$ cat config.mk
export PLATFORM = sky130hd
export DESIGN_NAME = wgt_dbuf
export DESIGN_NICKNAME = d
export VERILOG_FILES = /design/src/rtl/wgt_dbuf.sv
export SDC_FILE = /design/constraint.sdc
export NUM_CORES = 1
export LEC_CHECK = 0
export BUFFER_PORTS_ARGS = -buffer_cell sky130_fd_sc_hd__buf_2
export CORE_UTILIZATION = 30
export CTS_BUF_LIST = sky130_fd_sc_hd__clkbuf_16
export DETAILED_ROUTE_END_ITERATION = 10
export GPL_TIMING_DRIVEN = 0
export PLACE_DENSITY = 0.56
export SLEW_MARGIN = 20
export SYNTH_ARGS = -nofsm -noshare
export SYNTH_HDL_FRONTEND = slang
export SYNTH_SLANG_ARGS = --single-unit
$ cat constraint.sdc
create_clock -name clk -period 29.9 [get_ports clk]
set_input_delay 2.99 -clock clk [delete_from_list [all_inputs] [get_ports clk]]
set_output_delay 2.99 -clock clk [all_outputs]
set_load 0.01 [all_outputs]
$ cat src/rtl/wgt_dbuf.sv
// Double-buffered kernel weight store: columns stream into the shadow bank
// while the active bank drives wgt_out; a handshake swaps the two banks.
module wgt_dbuf #(
  parameter int DATA_WIDTH = 8,
  parameter int K          = 3,
  parameter int IN_WIDTH   = 32,
  parameter int NUM_CH     = 4
) (
  input  logic                               clk,
  input  logic                               rst,
  input  logic                               in_valid,
  output logic                               in_ready,
  input  logic [IN_WIDTH-1:0]                in_data,
  input  logic                               flush,
  input  logic                               swap_req,
  output logic                               swap_ack,
  output logic                               out_valid,
  output logic [NUM_CH*K*K*DATA_WIDTH-1:0]   wgt_out
);

  localparam int NW = NUM_CH * K * K;
  localparam int CW = (K > 1) ? $clog2(K) : 1;
  localparam int HW = (NUM_CH > 1) ? $clog2(NUM_CH) : 1;

  generate
    if (IN_WIDTH < K * DATA_WIDTH) begin : g_width_chk
      $error("wgt_dbuf: IN_WIDTH must be at least K*DATA_WIDTH");
    end
    if (IN_WIDTH > K * DATA_WIDTH) begin : g_pad
      logic unused_hi;
      assign unused_hi = ^in_data[IN_WIDTH-1:K*DATA_WIDTH];
    end
  endgenerate

  logic [DATA_WIDTH-1:0] bank_a [NW];
  logic [DATA_WIDTH-1:0] bank_b [NW];
  logic                  act;  // 0: bank A active, B is shadow
  logic                  shadow_full;
  logic [CW-1:0]         col_cnt;
  logic [HW-1:0]         ch_cnt;
  logic                  beat;
  logic                  swap;

  assign in_ready = !shadow_full && !flush;
  assign beat     = in_valid && in_ready;
  assign swap     = swap_req && shadow_full && !flush;

  always_ff @(posedge clk or posedge rst) begin
    if (rst) begin
      act         <= 1'b0;
      shadow_full <= 1'b0;
      col_cnt     <= '0;
      ch_cnt      <= '0;
      out_valid   <= 1'b0;
      swap_ack    <= 1'b0;
    end else begin
      swap_ack <= swap;
      if (flush) begin
        shadow_full <= 1'b0;
        col_cnt     <= '0;
        ch_cnt      <= '0;
      end else begin
        if (swap) begin
          act         <= ~act;
          shadow_full <= 1'b0;
          out_valid   <= 1'b1;
        end
        // beat and swap are mutually exclusive: beat needs an empty-ish shadow
        if (beat) begin
          if (col_cnt == CW'(K - 1)) begin
            col_cnt <= '0;
            if (ch_cnt == HW'(NUM_CH - 1)) begin
              ch_cnt      <= '0;
              shadow_full <= 1'b1;
            end else begin
              ch_cnt <= ch_cnt + HW'(1);
            end
          end else begin
            col_cnt <= col_cnt + CW'(1);
          end
        end
      end
    end
  end

  // Element i = n*K*K + r*K + c; a beat fills column c of kernel n, rows 0..K-1.
  always_ff @(posedge clk or posedge rst) begin
    if (rst) begin
      for (int i = 0; i < NW; i++) begin
        bank_a[i] <= '0;
        bank_b[i] <= '0;
      end
    end else if (beat) begin
      for (int i = 0; i < NW; i++) begin
        if ((i / (K * K)) == int'(ch_cnt) && (i % K) == int'(col_cnt)) begin
          if (act)
            bank_a[i] <= in_data[(K - (i % (K * K)) / K) * DATA_WIDTH - 1 -: DATA_WIDTH];
          else
            bank_b[i] <= in_data[(K - (i % (K * K)) / K) * DATA_WIDTH - 1 -: DATA_WIDTH];
        end
      end
    end
  end

  always_comb begin
    wgt_out = '0;
    for (int i = 0; i < NW; i++) begin
      wgt_out[i*DATA_WIDTH +: DATA_WIDTH] = act ? bank_b[i] : bank_a[i];
    end
  end

endmodule

# Word level (Yosys, flattened, before mapping)
# Index checks and enable logic that the tools add are counted.
# W data, S select, Z words.
# word_totals
reg_bits	584
in_bits	37
out_inout_bits	291
elab_cells	185
# classes
addsub	2
eq_ne	7
n_mux	48
bitwise	2
n_reduce_logical	48
# ops
cell	n
$mux W8	36
$reduce_and A3 Y1	24
$logic_and A1 B1 Y1	16
$mux W2	7
$eq A2 B2 Y1 const A	4
$mux W1	5
$add A2 B1 Y2 const B	2
$eq A2 B2 Y1 const B	2
$logic_not A2 Y1	2
$reduce_and A2 Y1	2
$reduce_bool A2 Y1	2
$eq A1 B2 Y1 const A	1
$logic_not A1 Y1	2
$not A1 Y1	2

# Longest topological paths before layout
# Gate-level depths: netlist of run 1.
# depth
word_depth	7
depth_mapped	7
depth_no_buf	4

# Worst setup path after synthesis of run 1
# Ideal clock, no wire load.
# synth_path
path_kind	input to output
start	in flush
end	out in_ready
t_arrival_ns	3.285
required_time_ns	26.910
path_slack_ns	23.625
path_stages	2
n_path_buf	1
cell_sequence	buf_6 -> nor2_1
# synth_via
elab_chain_cells	2
# synth_lines
element	line	rtl
from (decl)	14	input logic flush,
$logic_not A1 Y1	44	assign in_ready = !shadow_full && !flush;
$logic_and A1 B1 Y1	44	
to (decl)	12	output logic in_ready,
# No other way between the ends.

# Worst setup path in the final report of run 1
# Same ends and word-level chain as after synthesis.

==> flow_summary_export.csv, run 1 <==
group,metric,value,unit
die,die_x,296,µm
die,die_height,296,µm
clock_network,cts_setup_buffers,0,
yosys,synth_cells,1655,
flow_run,maxCapViolations,0,
setup_path,cp_slowest_stage_delay,0.19,ns
setup_path,ff2ff_setup_slack,27.45,ns
die,ioPinCount,328,
yosys,synth-seq-cells,584,
clock_network,htreeDepth,3,
setup_path,regToRegStartpoint,"ch_cnt[0]",
clock_network,cts_inserted_buffers,70,
min_path,min-delay-start,"bank_a[246]",
yosys,syn_area_per_cell,15.7,µm²
drt,drc,0,
placed_design,place_hpwl,60.5,mm
global_routing,grt_overflow,0,
drt,ant_nets,0,
final_layout,final_cell_area,0.0313,mm²
setup_path,worst_setup_path_start_kind,"input port",
clock_network,cts_tree,"done",
min_path,holdPathStages,1,
placed_design,placed_cell_area,0.0291,mm²
global_routing,met3_usage,0.0402,
yosys,synth_nets,1696,
yosys,synth-edff-count,0,
drt,dr.first_iter.drc_count,646,
die,die_area,0.0877,mm²
sta,tns,0,ns
global_routing,antenna_found_initial,3,
placed_design,gp_congestion,0.797,
setup_path,crit_family,"buffers and inverters",
setup_path,cp_max_fo,10,
clock_network,cts_resized,0,
die,rows,107,
global_routing,grt_pass1_wl,121,mm
drt,routed_wl,84.0,mm
drt,viasPerCell,4.74,
sta,rsz0062_at_grt,"false",
sta,slew-limit-headroom,0.234,
sta,slew_violations,0,
final_layout,utilization,0.366,
clock_network,cts-root-buf,"clkbuf_16",
min_path,hold_end,"bank_a[246]",
drt,dr_total_vias,15400,
yosys,seq_area_frac_synth,0.563,
placed_design,io_buffer_count,318,
sta,clock_skew,0.0195,ns
setup_path,startpoint,"flush",
drt,wire_per_inst,25.9,µm
clock_network,cts_buffer_depth,3,
placed_design,place_ws,23.41,ns
sta,post-route-period-util,0.216,
status,status,"completed",
setup_path,r2r_cells,7,
setup_path,end_kind,"output pin",
die,core,0.0854,mm²
setup_path,worstPathCellList,"buf_6 -> nor2_1 -> buf_2",
yosys,synthesis.area,0.0259,mm²
clock_network,clock_sinks,584,
final_layout,area_growth,20.6,%
power_and_ir_drop,ir_drop,0.0000375,V
global_routing,grt_max_degree,107,
setup_path,critPathKind,"input port to output pin",
clock_network,ctsHoldBuffers,0,
global_routing,grtUsageMet1,0.256,
setup_path,cp_num_buf_inv,2,
global_routing,grt_pass1_vias,16700,
yosys,async_flop_share,1.00,
final_layout,nFillCells,8239,
clock_network,path_clk_slew,0.05,ns
placed_design,dpl.cell_count,3123,
setup_path,rr_endpoint,"bank_a[271]",
final_layout,num_antenna_cells,0,
global_routing,grt_usage,0.193,
sta,max_freq,155,MHz
clock_network,clk_latency,0.60,ns
yosys,synthFlopType,"dfrtp_1",
global_routing,grt.busiest_layer,"met2",
setup_path,cp_slowest_cell,"nor2_1",
final_layout,drive_above_1_share,0.642,
yosys,ys_types,36,
setup_path,worstPathArrival,3.47,ns
final_layout,fin_nets,2092,
die,start_util,0.304,
global_routing,use_met2,0.320,
power_and_ir_drop,p_leak,16.3,nW
sta,worst_pin_slew,1.15,ns
final_layout,final_cells,3248,
drt,drt_pass1_iterations,4,
power_and_ir_drop,power-per-cell-area,58.1,mW/mm²
yosys,ys_warn_count,0,
min_path,hp-class,"flop to flop",
sta,finalHoldViolations,0,
setup_path,worstPathRequired,26.91,ns
sta,setup-violations-final,0,
sta,finalCriticalPeriod,6.46,ns
sta,worst_slack,23.44,ns
[worst max-delay path by stage]
stage | endpoint | slack [ns] | depth (start not counted)
6_report | in_ready | 23.44 | 3
5_1_grt | wgt_out[62] | 23.29 | 6
4_1_cts | wgt_out[62] | 23.32 | 6
3_5_place_dp | in_ready | 23.41 | 3
3_3_place_gp | bank_a[264] | 4.67 | 2
2_1_floorplan | act | 10.57 | 1
[registers in the layout (all words and copies together) (netlist names)]
name         flops
act              1
bank_a         288
bank_b         288
ch_cnt           2
col_cnt          2
out_valid        1
shadow_full      1
swap_ack         1
[layer usage]
layer / vias to the layer above / part of all wire
met3: 100 / 0.060
met2: 383 / 0.48
met1: 8213 / 0.44
met5: - / 0.00024
met4: 2 / 0.023
li1: 6687 / -
[Yosys cell counts (all sizes together) (2+ instances only)]
| cell type | number | area, µm² |
|---|---|---|
| nand3 | 8 | 105 |
| nand3b | 2 | 15.0 |
| and4b | 3 | 30.0 |
| nor2 | 5 | 26.3 |
| dfrtp | 584 | 14600 |
| clkbuf | 60 | 226 |
| buf | 90 | 654 |
| mux2 | 864 | 9950 |
| ha | 4 | 50.1 |
| mux2i | 2 | 20.0 |
| and3 | 6 | 37.5 |
| inv | 5 | 18.8 |
| and4 | 4 | 35.0 |
| nand2b | 2 | 12.5 |
| a21oi | 2 | 10.0 |
| nand2 | 3 | 11.3 |
| nor4bb | 2 | 20.0 |
[layout make-up]
type	instances	area [µm²]	area share
sequential	584	14600	0.467
multi-input combinational	916	10400	0.334
timing repair buffer	324	1760	0.0562
clock buffer	70	1750	0.0560
tap	1144	1430	0.0458
buffer	150	881	0.0282
clock inverter	55	388	0.0124
inverter	5	26.3	0.000840
[report_power, final]
| part | internal, W | switching, W | leakage (nW) |
|---|---|---|---|
| combinational | 0.0000689 | 0.0000848 | 7.20 |
| clock | 0.000468 | 0.000337 | 1.13 |
| sequential | 0.000836 | 0.0000218 | 7.99 |
| total | 0.00137 | 0.000443 | 16.3 |
[logic make-up after synthesis]
logic type,synth area share
xor+xnor,0.000338
fa+ha+maj,0.00193
buf+inv,0.0347
mux,0.384
flops,0.563
compound gates,0.000723
simple gates,0.0148
[through the flow]
step	hold WS, ns	power [W]
2_1_floorplan	0.452	0.000964
3_5_place_dp	0.466	0.00103
4_1_cts	0.486	0.00185
5_1_grt	0.505	0.00189
3_3_place_gp	0.449	0.00102
6_report	0.484	0.00182
[placed cells by master (no fill, tap or decap), drive strengths merged, types with 3 or more instances in the layout]
master,n
and4b,3
and4,4
and3,6
nor2,5
nand2,3
clkbuf,130
mux2,864
inv,30
ha,4
clkinv,24
buf,414
dfrtp,584
nand3,8
bufinv,5
Power figures use the tool's default switching activity.
==> inputs of run 2 (changes only) <==
--- a/config.mk
+++ b/config.mk
@@ -5,12 +5,13 @@
 export SDC_FILE = /design/constraint.sdc
 export NUM_CORES = 1
 export LEC_CHECK = 0
+export ABC_AREA = 1
 export BUFFER_PORTS_ARGS = -buffer_cell sky130_fd_sc_hd__buf_2
 export CORE_UTILIZATION = 30
 export CTS_BUF_LIST = sky130_fd_sc_hd__clkbuf_16
 export DETAILED_ROUTE_END_ITERATION = 10
 export GPL_TIMING_DRIVEN = 0
-export PLACE_DENSITY = 0.56
+export PLACE_DENSITY = 0.55
 export SLEW_MARGIN = 20
 export SYNTH_ARGS = -nofsm -noshare
 export SYNTH_HDL_FRONTEND = slang
==> constraint.sdc (replaced) <==
create_clock -name clk -period 6.18 [get_ports clk]
set_input_delay 0.618 -clock clk [delete_from_list [all_inputs] [get_ports clk]]
set_output_delay 0.618 -clock clk [all_outputs]
set_load 0.01 [all_outputs]
==> run 2 against run 1 <==
  * Clock power rose to 4.8 times the previous value
  * Flip-flop and latch count did not move
  * Cell count rose by 71%
  * Die area rose by 14%
  * Synthesized cell count rose by 130%
  * Global-route usage rose by 5.5 points
  * Largest cell class unchanged
  * Register-to-register slack got worse by 24 ns
  * Highest routed layer unchanged
==> flow_summary_export.csv, run 2 <==
group,metric,value,unit
yosys,yosys-top-cells-area,"dfrtp_1 (49%), nand2_1 (19%), o21bai_1 (15%)",
drt,routed_wl,125,mm
global_routing,grt_usage,0.248,
drt,dr.first_iter.drc_count,2714,
min_path,hp-class,"input port to flop",
placed_design,io_buffer_count,319,
setup_path,end_kind,"output pin",
final_layout,final_cell_area,0.0353,mm²
yosys,async_flop_share,1.00,
die,die_area,0.0998,mm²
setup_path,startpoint,"act",
die,core,0.0971,mm²
power_and_ir_drop,p_leak,18.0,nW
die,die_x,316,µm
sta,clock_skew,0.0244,ns
final_layout,fin_nets,4280,
flow_run,maxCapViolations,0,
yosys,ys_types,17,
sta,max_freq,229,MHz
placed_design,dpl.cell_count,5442,
yosys,synth_top_area_cell,"dfrtp_1",
power_and_ir_drop,swShare,0.298,
die,rows,114,
sta,rsz0062_at_grt,"false",
power_and_ir_drop,p_clk_frac,0.399,
final_layout,utilization,0.363,
sta,hold_ws,0.202,ns
drt,wire_per_inst,22.4,µm
sta,finalCriticalPeriod,4.36,ns
drt,dr_total_vias,26800,
setup_path,critPathKind,"flop to output pin",
final_layout,drive_above_1_share,0.133,
yosys,synthFlopType,"dfrtp_1",
yosys,synthesis.area,0.0296,mm²
final_layout,layout_commonest_cell,"nand2_1",
clock_network,cts_setup_buffers,0,
setup_path,rr_endpoint,"bank_a[89]",
clock_network,htreeDepth,3,
yosys,seq_area_frac_synth,0.494,
sta,slew_violations,0,
yosys,synth_nets,3867,
final_layout,area_growth,19.4,%
sta,tns,0,ns
global_routing,grt_pass1_vias,25600,
setup_path,worstPathArrival,3.75,ns
drt,drc,0,
setup_path,cp_slowest_stage_delay,0.73,ns
die,start_util,0.304,
sta,worst_pin_slew,1.20,ns
sta,finalHoldViolations,0,
placed_design,place_hpwl,91.9,mm
global_routing,grt_overflow,0,
clock_network,clk_latency,0.63,ns
setup_path,worstPathCellList,"buf_2 -> buf_2 -> clkbuf_1 -> clkbuf_1 -> nand2_1 -> o21ai_0 -> buf_2",
yosys,ys_warn_count,0,
drt,ant_nets,0,
setup_path,r2r_cells,7,
min_path,holdPathStages,2,
clock_network,cts-root-buf,"clkbuf_16",
power_and_ir_drop,power_frac_seq,0.438,
power_and_ir_drop,p_switching,0.00292,W
final_layout,final_cell_mix,"nand2_1 (1457), inv_1 (604), dfrtp_1 (584)",
setup_path,cp_slowest_cell,"clkbuf_1",
sta,slew-limit-headroom,0.199,
global_routing,grt_max_degree,33,
clock_network,cts_buffer_depth,3,
status,status,"completed",
yosys,yosysMostFrequentCell,"nand2_1",
setup_path,worstPathRequired,5.56,ns
sta,post-route-period-util,0.706,
yosys,synth-edff-count,0,
yosys,yosys.area.top_type_share,0.494,
power_and_ir_drop,ir_drop,0.000169,V
setup_path,ff2ff_setup_slack,3.47,ns
clock_network,path_clk_slew,0.06,ns
yosys,synth-seq-cells,584,
final_layout,final_cells,5565,
clock_network,cts_inserted_buffers,69,
placed_design,gp_congestion,0.903,
drt,drt_pass1_iterations,6,
final_layout,nFillCells,10100,
yosys,syn_area_per_cell,7.73,µm²
drt,viasPerCell,4.81,
clock_network,clock_sinks,584,
sta,setup-violations-final,0,
die,ioPinCount,328,
die,die_height,316,µm
global_routing,antenna_found_initial,12,
setup_path,regToRegStartpoint,"act",
setup_path,worst_setup_path_start_kind,"flop",
clock_network,cts_tree,"done",
global_routing,grt_pass1_wl,180,mm
placed_design,placed_cell_area,0.0332,mm²
yosys,yosys-top-cells-count,"nand2_1 (1457), dfrtp_1 (584), inv_1 (584)",
yosys,synth_cells,3826,
power_and_ir_drop,p_int,0.00687,W
power_and_ir_drop,power-per-cell-area,277,mW/mm²
setup_path,path_common_cell,"buf_2",
setup_path,cp_max_fo,10,
power_and_ir_drop,combPwrFrac,0.163,
setup_path,crit_end,"wgt_out[47]",
final_layout,largest_registers,"bank_a: 288 flops, bank_b: 288 flops",
## run 2: cell count changes after synthesis, sizes merged, moves of 3 or more
cell,delta
buf,+41
nor2,+22
o21bai,+576
clkbuf,+96
nand3,+3
and4,-4
mux2,-864
inv,+579
nand2,+1454
and4b,-3
o21ai,+290
and3,-6
## run 2: layout make-up
| type | instances | area (µm²) | share of cell area |
|---|---|---|---|
| inverter | 584 | 2200 | 0.0622 |
| clock buffer | 71 | 1780 | 0.0503 |
| sequential | 584 | 14600 | 0.414 |
| tap | 1276 | 1600 | 0.0452 |
| timing repair buffer | 342 | 2050 | 0.0580 |
| clock inverter | 49 | 293 | 0.00830 |
| antenna | 1 | 2.50 | 0.0000709 |
| buffer | 287 | 1220 | 0.0346 |
| multi-input combinational | 2371 | 11500 | 0.327 |
## run 2: logic make-up after synthesis
kind of cell | count (synthesis) | synth area share
xor gates and xnor gates | 1 | 0.000296
and+or+nand+nor | 1499 | 0.193
buffers and inverters | 871 | 0.115
adders and majority gates | 4 | 0.00169
AOI/OAI and AO/OA | 867 | 0.196
DFF | 584 | 0.494
## run 2: worst min path at each step
stage	startpoint	endpoint
2_1_floorplan	ch_cnt[1]	ch_cnt[1]
3_3_place_gp	out_valid	out_valid
3_5_place_dp	out_valid	out_valid
4_1_cts	swap_req	shadow_full
5_1_grt	swap_req	shadow_full
6_report	swap_req	shadow_full
## run 2: power by group through the flow
stage               sequential (W)  combinational, W  clock (W)
CTS                        0.00429           0.00160    0.00394
finish                     0.00429           0.00160    0.00390
detailed placement         0.00436           0.00159          0
floorplan                  0.00434          0.000928          0
global route               0.00433           0.00177    0.00408
global placement           0.00437           0.00154          0
## run 2: timing repair
item	in CTS	in global routing
endpoints found under the hold margin	9	0
gates resized for setup	0	0
hold buffers	1	0
## run 2: layer usage
layer / GRT usage / vias up / share of wire
li1: - / 12500 / -
met1: 0.338 / 13000 / 0.43
met2: 0.385 / 1106 / 0.45
met3: 0.0485 / 217 / 0.085
met4: 0.100 / 8 / 0.041
met5: 0 / - / 0.00036
## run 2: critical path, delay by kind of cell, from the launching register on
kind / cells / cell delay, ns
flops: 1 / 0.33
compound gates: 1 / 0.40
simple gates: 1 / 0.10
buf+inv: 5 / 2.27
## run 2: through the flow
stage                     worst slack (ns)  total power, W
final                                 1.82         0.00979
after global placement               -6.80         0.00591
after CTS                             1.93         0.00983
after detailed placement              2.60         0.00595
after floorplan                      -2.40         0.00527
after global routing                  1.78          0.0102
